**src/rtl/if_stage_pkg.sv**
```systemverilog
// if_stage_pkg: shared definitions for the instruction-fetch stage.
//   - bus widths and pre-IF bus field offsets (shared with pre-IF)
//   - fs_entry_t: one instruction-queue entry, laid out exactly as fs_to_ds_bus
//   - FSM state encodings and small helpers for splitting a 16-byte group
package if_stage_pkg;

  localparam int unsigned PREIF_TO_FS_BUS_WD = 39;
  localparam int unsigned FS_TO_DS_BUS_WD    = 71;

  // Field offsets inside preif_to_fs_bus.
  localparam int unsigned BUS_TLB_REFILL  = 38;
  localparam int unsigned BUS_HAS_EXC     = 37;
  localparam int unsigned BUS_EXC_TYPE_HI = 36;
  localparam int unsigned BUS_EXC_TYPE_LO = 32;

  typedef struct packed {
    logic        tlb_refill;
    logic        has_exc;
    logic [4:0]  exc_type;
    logic [31:0] pc;
    logic [31:0] inst;
  } fs_entry_t;

  localparam logic [1:0] FS_IDLE = 2'd0;
  localparam logic [1:0] FS_WAIT = 2'd1;
  localparam logic [1:0] FS_DROP = 2'd2;

  // pc of word k inside the 16-byte line
  function automatic logic [31:0] group_pc(logic [27:0] line, logic [1:0] k);
    return {line, k, 2'b00};
  endfunction

  // word k of an aligned group; k wraps so unused lanes stay in range
  function automatic logic [31:0] group_word(logic [127:0] grp, logic [1:0] k);
    return grp[{k, 5'd0} +: 32];
  endfunction

endpackage

```
**src/rtl/if_stage_if.sv**
```systemverilog
// if_stage_if: bundles the fetch-stage handshakes.
//   pre-IF side : to_fs_valid, preif_to_fs_bus, fs_allowin, inst_offset, fs_reflush
//   cache side  : inst_cache_data_ok, inst_cache_rdata
//   decode side : ds_allowin, fs_to_ds_valid, fs_to_ds_bus
// master = surrounding pipeline/cache, slave = if_stage.
interface if_stage_if;
  import if_stage_pkg::*;

  logic                          to_fs_valid;
  logic [PREIF_TO_FS_BUS_WD-1:0] preif_to_fs_bus;
  logic                          fs_allowin;
  logic [5:0]                    inst_offset;
  logic                          inst_cache_data_ok;
  logic [127:0]                  inst_cache_rdata;
  logic                          fs_reflush;
  logic                          ds_allowin;
  logic                          fs_to_ds_valid;
  logic [FS_TO_DS_BUS_WD-1:0]    fs_to_ds_bus;

  modport master (
    output to_fs_valid, preif_to_fs_bus, inst_cache_data_ok, inst_cache_rdata,
           fs_reflush, ds_allowin,
    input  fs_allowin, inst_offset, fs_to_ds_valid, fs_to_ds_bus
  );

  modport slave (
    input  to_fs_valid, preif_to_fs_bus, inst_cache_data_ok, inst_cache_rdata,
           fs_reflush, ds_allowin,
    output fs_allowin, inst_offset, fs_to_ds_valid, fs_to_ds_bus
  );

endinterface

```
**src/rtl/if_stage_inst_queue.sv**
```systemverilog
// if_stage_inst_queue: circular instruction FIFO, 4-wide push of 1..4 entries,
// 1-wide pop, synchronous clear.
//   clk, resetn   : clock, async active-low reset
//   i_clr         : empty the queue; a pop that cycle is ignored, a push lands after the clear
//   i_push/i_push_n/i_push_data : write lanes 0..i_push_n-1 in order
//   i_pop         : remove head entry (ignored when empty)
//   o_valid/o_head/o_count      : head entry (combinational) and occupancy
module if_stage_inst_queue
  import if_stage_pkg::*;
#(
  parameter int unsigned QDEPTH = 8,
  localparam int unsigned PtrW = $clog2(QDEPTH),
  localparam int unsigned CntW = PtrW + 1
) (
  input  logic                 clk,
  input  logic                 resetn,
  input  logic                 i_clr,
  input  logic                 i_push,
  input  logic [2:0]           i_push_n,
  input  fs_entry_t [3:0]      i_push_data,
  input  logic                 i_pop,
  output logic                 o_valid,
  output fs_entry_t            o_head,
  output logic [CntW-1:0]      o_count
);

  fs_entry_t         r_mem [QDEPTH];
  logic [PtrW-1:0]   r_wr_ptr, r_rd_ptr;
  logic [CntW-1:0]   r_count;

  logic              w_pop;
  logic [PtrW-1:0]   w_wr_base, w_wr_next, w_rd_next;
  logic [CntW-1:0]   w_cnt_base, w_push_cnt, w_count_d;

  assign w_pop      = i_pop & (r_count != '0) & ~i_clr;
  // A clear rebases the pointers first so a same-cycle push lands at slot 0.
  assign w_wr_base  = i_clr ? '0 : r_wr_ptr;
  assign w_cnt_base = i_clr ? '0 : r_count;
  assign w_push_cnt = i_push ? CntW'(i_push_n) : '0;
  assign w_wr_next  = w_wr_base + (i_push ? PtrW'(i_push_n) : '0);
  assign w_rd_next  = i_clr ? '0 : r_rd_ptr + PtrW'(w_pop);
  assign w_count_d  = w_cnt_base + w_push_cnt - CntW'(w_pop);

  always_ff @(posedge clk or negedge resetn) begin
    if (!resetn) begin
      r_wr_ptr <= '0;
      r_rd_ptr <= '0;
      r_count  <= '0;
    end else begin
      r_wr_ptr <= w_wr_next;
      r_rd_ptr <= w_rd_next;
      r_count  <= w_count_d;
    end
  end

  always_ff @(posedge clk) begin
    for (int j = 0; j < 4; j++) begin
      if (i_push && (3'(j) < i_push_n)) begin
        r_mem[w_wr_base + PtrW'(j)] <= i_push_data[j];
      end
    end
  end

  assign o_valid = (r_count != '0);
  assign o_head  = r_mem[r_rd_ptr];
  assign o_count = r_count;

endmodule

```
**src/rtl/if_stage.sv**
```systemverilog
// if_stage: MIPS instruction-fetch stage.
// Accepts a pc from pre-IF, waits for the 16-byte group from the inst cache,
// splits it from the requested word to the end of the line into the instruction
// queue, and reports the byte advance (inst_offset) back to pre-IF. A reflush
// empties the queue and drops any outstanding response.
//   clk, resetn : clock, async active-low reset
//   io_fs       : if_stage_if.slave (pre-IF, inst cache and decode handshakes)
module if_stage
  import if_stage_pkg::*;
#(
  parameter int unsigned QDEPTH = 8
) (
  input  logic        clk,
  input  logic        resetn,
  if_stage_if.slave   io_fs
);

  localparam int unsigned CntW = $clog2(QDEPTH) + 1;

  logic [1:0]      r_state, w_state_d;
  logic [31:2]     r_pc;
  logic [5:0]      r_inst_offset;

  logic            w_accept, w_has_exc, w_exc_push, w_grp_push, w_push, w_pop;
  logic [2:0]      w_push_n;
  fs_entry_t [3:0] w_group, w_push_data;
  fs_entry_t       w_head;
  logic            w_q_valid;
  logic [CntW-1:0] w_count;

  // Leaving room for a full group means a granted request can never overflow.
  assign io_fs.fs_allowin = (r_state == FS_IDLE) & (w_count <= CntW'(QDEPTH - 4));
  assign w_accept   = io_fs.to_fs_valid & io_fs.fs_allowin;
  assign w_has_exc  = io_fs.preif_to_fs_bus[BUS_HAS_EXC];
  // Exception requests bypass the cache and are queued straight away.
  assign w_exc_push = w_accept & w_has_exc;
  assign w_grp_push = (r_state == FS_WAIT) & io_fs.inst_cache_data_ok & ~io_fs.fs_reflush;
  assign w_push     = w_exc_push | w_grp_push;
  assign w_push_n   = w_exc_push ? 3'd1 : 3'd4 - {1'b0, r_pc[3:2]};
  assign w_pop      = w_q_valid & io_fs.ds_allowin;

  always_comb begin
    for (int j = 0; j < 4; j++) begin
      w_group[j].tlb_refill = 1'b0;
      w_group[j].has_exc    = 1'b0;
      w_group[j].exc_type   = 5'd0;
      w_group[j].pc         = group_pc(r_pc[31:4], r_pc[3:2] + 2'(j));
      w_group[j].inst       = group_word(io_fs.inst_cache_rdata, r_pc[3:2] + 2'(j));
    end
    w_push_data = w_group;
    if (w_exc_push) begin
      // Bus layout matches the entry's upper fields; the instruction is zero.
      w_push_data[0] = {io_fs.preif_to_fs_bus, 32'h0};
    end
  end

  always_comb begin
    w_state_d = r_state;
    case (r_state)
      FS_IDLE: if (w_accept && !w_has_exc) w_state_d = FS_WAIT;
      FS_WAIT: begin
        if (io_fs.inst_cache_data_ok)  w_state_d = FS_IDLE;
        else if (io_fs.fs_reflush)     w_state_d = FS_DROP;
      end
      FS_DROP: if (io_fs.inst_cache_data_ok) w_state_d = FS_IDLE;
      default: w_state_d = FS_IDLE;
    endcase
  end

  always_ff @(posedge clk or negedge resetn) begin
    if (!resetn) begin
      r_state       <= FS_IDLE;
      r_pc          <= '0;
      // Pre-IF's reset pc plus 4 lands on the boot vector.
      r_inst_offset <= 6'd4;
    end else begin
      r_state <= w_state_d;
      if (w_accept) begin
        r_pc          <= io_fs.preif_to_fs_bus[31:2];
        r_inst_offset <= w_has_exc ? 6'd4 : 6'd16 - {2'b00, io_fs.preif_to_fs_bus[3:0]};
      end
    end
  end

  if_stage_inst_queue #(
    .QDEPTH (QDEPTH)
  ) u_inst_queue (
    .clk         (clk),
    .resetn      (resetn),
    .i_clr       (io_fs.fs_reflush),
    .i_push      (w_push),
    .i_push_n    (w_push_n),
    .i_push_data (w_push_data),
    .i_pop       (w_pop),
    .o_valid     (w_q_valid),
    .o_head      (w_head),
    .o_count     (w_count)
  );

  assign io_fs.inst_offset    = r_inst_offset;
  assign io_fs.fs_to_ds_valid = w_q_valid;
  assign io_fs.fs_to_ds_bus   = w_head;

endmodule

```
**src/flat_wrapper.sv**
```systemverilog
// flat-port wrapper written by rule: the top's interface ports become plain ports
module if_stage_flat import if_stage_pkg::*;
#(
  parameter int unsigned QDEPTH = 8
)
  (clk, resetn, io_fs_to_fs_valid, io_fs_preif_to_fs_bus, io_fs_inst_cache_data_ok, io_fs_inst_cache_rdata, io_fs_fs_reflush, io_fs_ds_allowin, io_fs_fs_allowin, io_fs_inst_offset, io_fs_fs_to_ds_valid, io_fs_fs_to_ds_bus);
  if_stage_if io_fs_i ();
  input  logic clk;
  input  logic resetn;
  input wire logic [$bits(io_fs_i.to_fs_valid)-1:0] io_fs_to_fs_valid;
  input wire logic [$bits(io_fs_i.preif_to_fs_bus)-1:0] io_fs_preif_to_fs_bus;
  input wire logic [$bits(io_fs_i.inst_cache_data_ok)-1:0] io_fs_inst_cache_data_ok;
  input wire logic [$bits(io_fs_i.inst_cache_rdata)-1:0] io_fs_inst_cache_rdata;
  input wire logic [$bits(io_fs_i.fs_reflush)-1:0] io_fs_fs_reflush;
  input wire logic [$bits(io_fs_i.ds_allowin)-1:0] io_fs_ds_allowin;
  output wire logic [$bits(io_fs_i.fs_allowin)-1:0] io_fs_fs_allowin;
  output wire logic [$bits(io_fs_i.inst_offset)-1:0] io_fs_inst_offset;
  output wire logic [$bits(io_fs_i.fs_to_ds_valid)-1:0] io_fs_fs_to_ds_valid;
  output wire logic [$bits(io_fs_i.fs_to_ds_bus)-1:0] io_fs_fs_to_ds_bus;
  assign io_fs_i.to_fs_valid = io_fs_to_fs_valid;
  assign io_fs_i.preif_to_fs_bus = io_fs_preif_to_fs_bus;
  assign io_fs_i.inst_cache_data_ok = io_fs_inst_cache_data_ok;
  assign io_fs_i.inst_cache_rdata = io_fs_inst_cache_rdata;
  assign io_fs_i.fs_reflush = io_fs_fs_reflush;
  assign io_fs_i.ds_allowin = io_fs_ds_allowin;
  assign io_fs_fs_allowin = io_fs_i.fs_allowin;
  assign io_fs_inst_offset = io_fs_i.inst_offset;
  assign io_fs_fs_to_ds_valid = io_fs_i.fs_to_ds_valid;
  assign io_fs_fs_to_ds_bus = io_fs_i.fs_to_ds_bus;
  if_stage #(.QDEPTH(QDEPTH)) u_core (.clk(clk), .resetn(resetn), .io_fs(io_fs_i));
endmodule
```
**config.mk**
```make
export PLATFORM = sky130hd
export DESIGN_NAME = if_stage_flat
export DESIGN_NICKNAME = d
export VERILOG_FILES = /design/src/rtl/if_stage_pkg.sv /design/src/rtl/if_stage_if.sv /design/src/rtl/if_stage_inst_queue.sv /design/src/rtl/if_stage.sv /design/src/flat_wrapper.sv
export SDC_FILE = /design/constraint.sdc
export NUM_CORES = 1
export LEC_CHECK = 0
export CORE_MARGIN = 1
export CORE_UTILIZATION = 30
export CTS_BUF_LIST = sky130_fd_sc_hd__clkbuf_16
export DETAILED_ROUTE_END_ITERATION = 10
export SETUP_SLACK_MARGIN = 0.5
export SKIP_LAST_GASP = 1
export SLEW_MARGIN = 20
export SYNTH_ARGS = -nofsm -noshare
export SYNTH_HDL_FRONTEND = slang
export SYNTH_SLANG_ARGS = --single-unit
```
**constraint.sdc**
```tcl
create_clock -name clk -period 11.7 [get_ports clk]
set_clock_uncertainty 0.2 [all_clocks]
set_input_delay 2.34 -clock clk [delete_from_list [all_inputs] [get_ports clk]]
set_output_delay 2.34 -clock clk [all_outputs]
set_load 0.005 [all_outputs]
```
==> qor.csv, run 1 <==
metric,value,unit
status,"complete, no violations",
fmax,130,MHz
antenna_left,0,
drive_gt1_share,20.7,%
io_pins,252,
hold_buffers,0,
netlist.area_leader.share,40.1,%
cp-end-kind,flip-flop,
vias,29500,
area_delta_synth_final,16.3,%
grt_use_total,20.8,%
n_fill_cell,11700,
wl_per_cell,28.5,um
path_class,in2reg,
synth_cells,3018,
hold_viol_final,0,
ys_seq_elements,615,
yosysSeqAreaShare,47.2,%
synth_area_per_cell,12.3,um2
critPathSlowestCell,nor2_4,
placedCellCount,4580,
slowest_delay,0.96,ns
crit_path_cell_trace,clkdlybuf4s50_1 > buf_4 > and4bb_2 > nand2_2 > buf_4 > nor2_4 > or3_1 > nand2b_4 > buf_4,
die-area,0.125,mm2
crit_top_cell,buf_4,
synth_commonest_cells,"edfxtp_1 (496), nand2_1 (322), mux4_2 (270)",
synth_largest_area_cell,edfxtp_1,
ys_types,73,
p_per_area,188,mW/mm2
synthTopCellsByArea,"edfxtp_1 (40%), mux4_2 (16%), a22o_1 (5.3%), dfxtp_1 (3.9%), nand2_1 (3.3%)",
cp.required,11.73,ns
grt_pass1_wl,196000,um
cp.arrival,7.70,ns
leakagePower,13.3,nW
viasPerCell,6.26,
place.gp.congestion,0.871,
synthArstFlopShare,7.64,%
nets,3220,
clkSinkCount,615,
antenna_found_initial,7,
setup_slack,4.03,ns
synth_flop_cell,edfxtp_1,
setup_viol,0,
grt_max_degree,98,
cts-buffers-inserted,70,
rsz0062_at_grt,false,
hp-class,reg2reg,
path_clk_slew,0.06,ns
pre_cts_ws,3.35,ns
num_rows,128,
drt_pass1_iterations,7,
start_util,30.4,%
insertion_delay,0.64,ns
grt_pass1_vias,28800,
finalCritPeriodShare,65.5,%
synth_area,0.0371,mm2
grt_overflow,0,
clk_path_buf_depth,3,
peakVddDrop,0.151,mV
dieWidth,354,um
htree_num_levels,3,
max_slew_margin,15.0,%
fin_crit,7.67,ns
cts_setup_buffers,0,
tns,0,ns
cts_tree,done,
crit_fanout,54,
synth.most_common_cell,edfxtp_1,
cts_resized,0,
hpwl,79100,um
fp.coreArea,0.122,mm2
timing.max_cap.violations,0,
wirelength,135000,um
synth_nets,3205,
drc,0,
power,8.13,mW
synth_edf_count,496,
yosysWarningCount,0,
tightest_slew,1.27,ns
die_h,354,um
critPathLaunchType,input port,
drt_iter0_drc,3860,
stdcell_count,4719,
cts_root_buf,clkbuf_16,
drv_slew,0,
port_buffers,250,
[cells by family (layout without fill, tap and decap cells)]
logic type,after synthesis,in the layout,synth area share (%)
AO/OA/AOI/OAI,942,942,19.3
AND/OR/NAND/NOR,668,668,8.27
flip-flops,615,615,47.2
buffers and inverters,391,464,4.71
multiplexers,374,374,19.6
adder cells (fa/ha/maj),14,14,0.512
XOR/XNOR,13,13,0.448
other,1,4,0.0101
[report_power, final]
| group | total, mW | internal [mW] | switching, mW |
|---|---|---|---|
| Combinational | 3.16 | 1.20 | 1.96 |
| Sequential | 2.80 | 2.56 | 0.239 |
| Clock | 2.17 | 1.21 | 0.963 |
| Total | 8.13 | 4.97 | 3.16 |
[path summary, 6_finish.rpt]
path / from / depth (start not counted) / end / slack (ns)
hold reg to reg: u_core.u_inst_queue.r_mem[3][65]$_SDFFE_PP0N_ / 2 / u_core.u_inst_queue.r_mem[3][65]$_SDFFE_PP0N_ / 0.25
setup reg to reg: u_core.r_pc[2]$_DFFE_PN0N_ / 9 / u_core.u_inst_queue.r_mem[1][31]$_DFFE_PP_ / 5.22
min in group asynchronous: resetn / 2 / u_core.r_pc[17]$_DFFE_PN0N_ / 1.62
hold / removal: u_core.u_inst_queue.r_mem[3][65]$_SDFFE_PP0N_ / 2 / u_core.u_inst_queue.r_mem[3][65]$_SDFFE_PP0N_ / 0.25
max in group asynchronous: resetn / 2 / u_core.r_pc[3]$_DFFE_PN0N_ / 9.02
setup / recovery: io_fs_fs_reflush / 9 / u_core.u_inst_queue.r_mem[1][31]$_DFFE_PP_ / 4.03
[per-layer routing]
layer,wire [um],share of wire (%),global-route usage [%],vias up
met1,51700,38,26.9,14800
li1,-,-,-,12300
met5,59,0.044,0.340,-
met3,13800,10,4.51,406
met2,63200,47,33.4,2014
met4,5950,4.4,9.52,8
[critical path: cells and delay by family]
| family | cells | cell delay [ns] |
|---|---|---|
| and+or+nand+nor | 5 | 3.18 |
| buffers and inverters | 4 | 2.05 |
[sequential cells by signal, indices dropped and copies added, names as in the netlist]
signal	cells
u_core.u_inst_queue.r_wr_ptr	3
u_core.u_inst_queue.o_count	4
u_core.r_pc	30
u_core.r_state	2
u_core.u_inst_queue.r_rd_ptr	3
u_core.u_inst_queue.r_mem	568
u_core.io_fs.inst_offset	5
[layout make-up]
type	count	area, um2	area share (%)
timing repair buffer	318	3130	7.25
clock buffer	71	1780	4.12
sequential	615	17500	40.6
multi-input combinational	2012	18200	42.1
inverter	16	60.1	0.139
clock inverter	59	468	1.08
tap	1625	2030	4.71
antenna	3	7.51	0.0174
[cells in the final DEF (no fill, tap or decap), types with 7 or more instances in the layout]
cell | synthesis | routed
o22ai_1 | 11 | 11
clkdlybuf4s50_1 | 0 | 249
a221o_1 | 32 | 32
a21oi_1 | 167 | 167
nor3_4 | 4 | 11
a31oi_1 | 29 | 29
mux4_2 | 270 | 270
o22a_1 | 65 | 65
dfxtp_1 | 72 | 72
a22oi_1 | 125 | 125
nand2b_4 | 0 | 7
a221oi_1 | 63 | 63
buf_4 | 18 | 60
or3_1 | 13 | 12
clkbuf_16 | 0 | 71
dfrtp_1 | 46 | 41
nor3_1 | 8 | 8
nor2_1 | 105 | 88
edfxtp_1 | 496 | 496
a22o_1 | 224 | 224
mux2_2 | 102 | 102
o2bb2ai_1 | 64 | 64
a32oi_1 | 38 | 38
inv_1 | 16 | 33
nand3_1 | 139 | 134
nand2_2 | 25 | 27
o21ai_0 | 51 | 51
ha_1 | 12 | 11
clkinv_1 | 0 | 16
nand2_1 | 322 | 320
xnor2_1 | 7 | 7
clkinv_2 | 0 | 9
nor2_4 | 0 | 12
o211ai_1 | 34 | 34
[per-stage QoR]
stage               utilization (%)  cell area [um2]  hold slack [ns]
global route                   35.3            43200            0.271
finish                         35.3            43200            0.253
global placement               33.4            40800            0.240
detailed placement             33.4            40800            0.245
floorplan                         -            37100            0.225
CTS                            35.2            43000            0.253
No activity file was read; power rests on OpenSTA's default activity.
==> run 2, diff against run 1 <==
==> constraint.sdc (replaced) <==
create_clock -name clk -period 7.06 [get_ports clk]
set_clock_uncertainty 0.2 [all_clocks]
set_input_delay 1.412 -clock clk [delete_from_list [all_inputs] [get_ports clk]]
set_output_delay 1.412 -clock clk [all_outputs]
set_load 0.005 [all_outputs]
==> run 2 against run 1 <==
Compared with the run above: highest routed layer unchanged; hold slack hardly changed; via count rose by 0.63%; non-clock buffer count rose by 22; core utilization grew 0.14 points; cell area up 0.40%; die area did not move; sequential share of layout area is 0.16 points lower; combinational power is 65% higher; flip-flop and latch count did not move; clock-buffer cell count grew 1; critical path type unchanged.
==> qor.csv, run 2 (synthesis gave the netlist of run 1 again) <==
metric,value,unit,change
status,"complete, no violations",,
setup_slack,1.87,ns,-2.16 ns
hold_buffers,0,,unchanged
cts_resized,0,,unchanged
grt_pass1_vias,29300,,+1.6%
tns,0,ns,unchanged
crit_top_cell,or3_1,,
combPwrFrac,38.7,%,about the same
cp.required,7.13,ns,-4.60 ns
vias,29700,,+0.63%
drc,0,,unchanged
die_h,354,um,unchanged
drt_iter0_drc,4278,,+11%
n_fill_cell,11700,,+0.83%
drv_slew,0,,unchanged
area_delta_synth_final,16.8,%,
critPathSlowestCell,nand2b_4,,
insertion_delay,0.64,ns,about the same
final_cell_mix,"edfxtp_1 (496), nand2_1 (320), mux4_2 (270)",,
cts_root_buf,clkbuf_16,,
p_per_area,311,mW/mm2,+65%
slowest_delay,0.81,ns,-0.15 ns
fmax,193,MHz,
antenna_left,0,,unchanged
hold_depth,2,,unchanged
fin_crit,5.19,ns,
grt_use_total,21.4,%,+0.57 points
start_util,30.4,%,unchanged
path_clk_slew,0.06,ns,about the same
port_buffers,250,,unchanged
drive_gt1_share,21.1,%,+0.37 points
fp.coreArea,0.122,mm2,unchanged
dpl_cell_area,0.0411,mm2,+0.75%
wirelength,138000,um,+2.7%
max_slew_margin,27.0,%,+12 points
hp-class,reg2reg,,
leakagePower,13.5,nW,+0.88%
htree_num_levels,3,,unchanged
cts-buffers-inserted,70,,unchanged
p_int,8.26,mW,+66%
finalCritPeriodShare,73.5,%,
cp-end-kind,flip-flop,,
clkSinkCount,615,,unchanged
cts_setup_buffers,0,,unchanged
viasPerCell,6.27,,+0.21%
path_depth,7,,-2
grt_pass1_wl,201000,um,+2.3%
path_delay_family,simple AND/OR/NAND/NOR gates,,
cts_tree,done,,
hpwl,80600,um,+2.0%
holdWs,0.253,ns,+0.0000810 ns
nets,3242,,+0.68%
largest_register_ffs,568,,unchanged
antenna_found_initial,9,,+2
crit_path_cell_trace,clkdlybuf4s50_1 > nand4bb_1 > or3_1 > nor3_4 > or3_1 > nand2b_4 > buf_4,,
final-seq-area,0.0175,mm2,unchanged
timing.max_cap.violations,0,,unchanged
io_pins,252,,unchanged
seqPwrFrac,34.7,%,+0.3 points
pre_cts_ws,1.27,ns,-2.09 ns
dieWidth,354,um,unchanged
hold_viol_final,0,,unchanged
stdcell_area,0.0433,mm2,+0.40%
critPathLaunchType,input port,,
num_rows,128,,unchanged
regMostFlops,u_core.u_inst_queue.r_mem,,
tightest_slew,1.09,ns,-0.183 ns
drt_pass1_iterations,7,,unchanged
crit_buf_inv,2,,-2
die-area,0.125,mm2,unchanged
power_frac_clock,26.6,%,about the same
netSwitchingFraction,38.7,%,-0.13 points
crit_fanout,41,,-24%
setup_viol,0,,unchanged
grt_overflow,0,,unchanged
final_common_cell,edfxtp_1,,
clk_path_buf_depth,3,,unchanged
grt_max_degree,69,,-30%
path_class,in2reg,,
place.gp.congestion,0.900,,+3.4%
rsz0062_at_grt,false,,
peakVddDrop,0.223,mV,+48%
wl_per_cell,29.2,um,+2.3%
multi_input_area,0.0182,mm2,about the same
reg2reg_depth,8,,-1
switchingPower,5.22,mW,+65%
cp.arrival,5.26,ns,-2.44 ns
==> run 2: cell count changes in the layout (fill, tap and decap cells not counted), sizes merged <==
cell | before | now
buf | 69 | 91
clkbuf | 71 | 72
clkinv | 30 | 29
diode | 3 | 2
inv | 40 | 39
==> run 2: final timing paths <==
kind	slack, ns	to	from
hold / removal	0.25	u_core.u_inst_queue.r_mem[6][33]$_SDFFE_PP0N_	u_core.u_inst_queue.r_mem[6][33]$_SDFFE_PP0N_
setup reg to reg	2.19	u_core.u_inst_queue.r_mem[3][0]$_DFFE_PP_	u_core.r_pc[2]$_DFFE_PN0N_
min in group asynchronous	0.73	u_core.r_pc[17]$_DFFE_PN0N_	resetn
setup / recovery	1.87	u_core.u_inst_queue.r_mem[3][0]$_DFFE_PP_	io_fs_fs_reflush
hold reg to reg	0.25	u_core.u_inst_queue.r_mem[6][33]$_SDFFE_PP0N_	u_core.u_inst_queue.r_mem[6][33]$_SDFFE_PP0N_
max in group asynchronous	5.33	u_core.r_pc[2]$_DFFE_PN0N_	resetn
==> run 2: through the flow <==
stage | power, mW | std cells | utilization (%)
floorplan | 8.00 | 3018 | -
global placement | 9.81 | 4605 | 33.6
detailed placement | 9.86 | 4606 | 33.6
CTS | 13.4 | 4735 | 35.4
global route | 13.9 | 4739 | 35.5
finish | 13.5 | 4739 | 35.5
==> run 2: cell type report <==
type	count	area share (%)
clock inverters	57	0.961
flip-flops and latches	615	40.4
well taps	1625	4.69
clock buffers	72	4.16
inverters	16	0.139
multi-input cells	2012	41.9
diodes	2	0.0115
repair buffers	340	7.68
==> run 2: worst min-delay path: stages, from the launching register on <==
cell and delay, ns:
dfxtp_1 0.31, nand2_1 0.05, a21oi_1 0.05
==> run 2: power by group through the flow <==
stage                     logic (mW)  registers, mW  clock network (mW)
after floorplan                 3.60           4.39                   0
after global routing            5.48           4.72                3.74
after detailed placement        5.12           4.74                   0
after global placement          5.08           4.73                   0
final                           5.22           4.68                3.58
after CTS                       5.13           4.67                3.61
==> run 2: layer usage <==
| metal | wire, um | global-route usage (%) | vias to the layer above |
|---|---|---|---|
| met5 | 12 | 0 | - |
| met4 | 5950 | 9.72 | 2 |
| met3 | 15600 | 4.35 | 400 |
| met2 | 65100 | 34.5 | 2155 |
| met1 | 51700 | 27.7 | 14800 |
| li1 | - | - | 12300 |
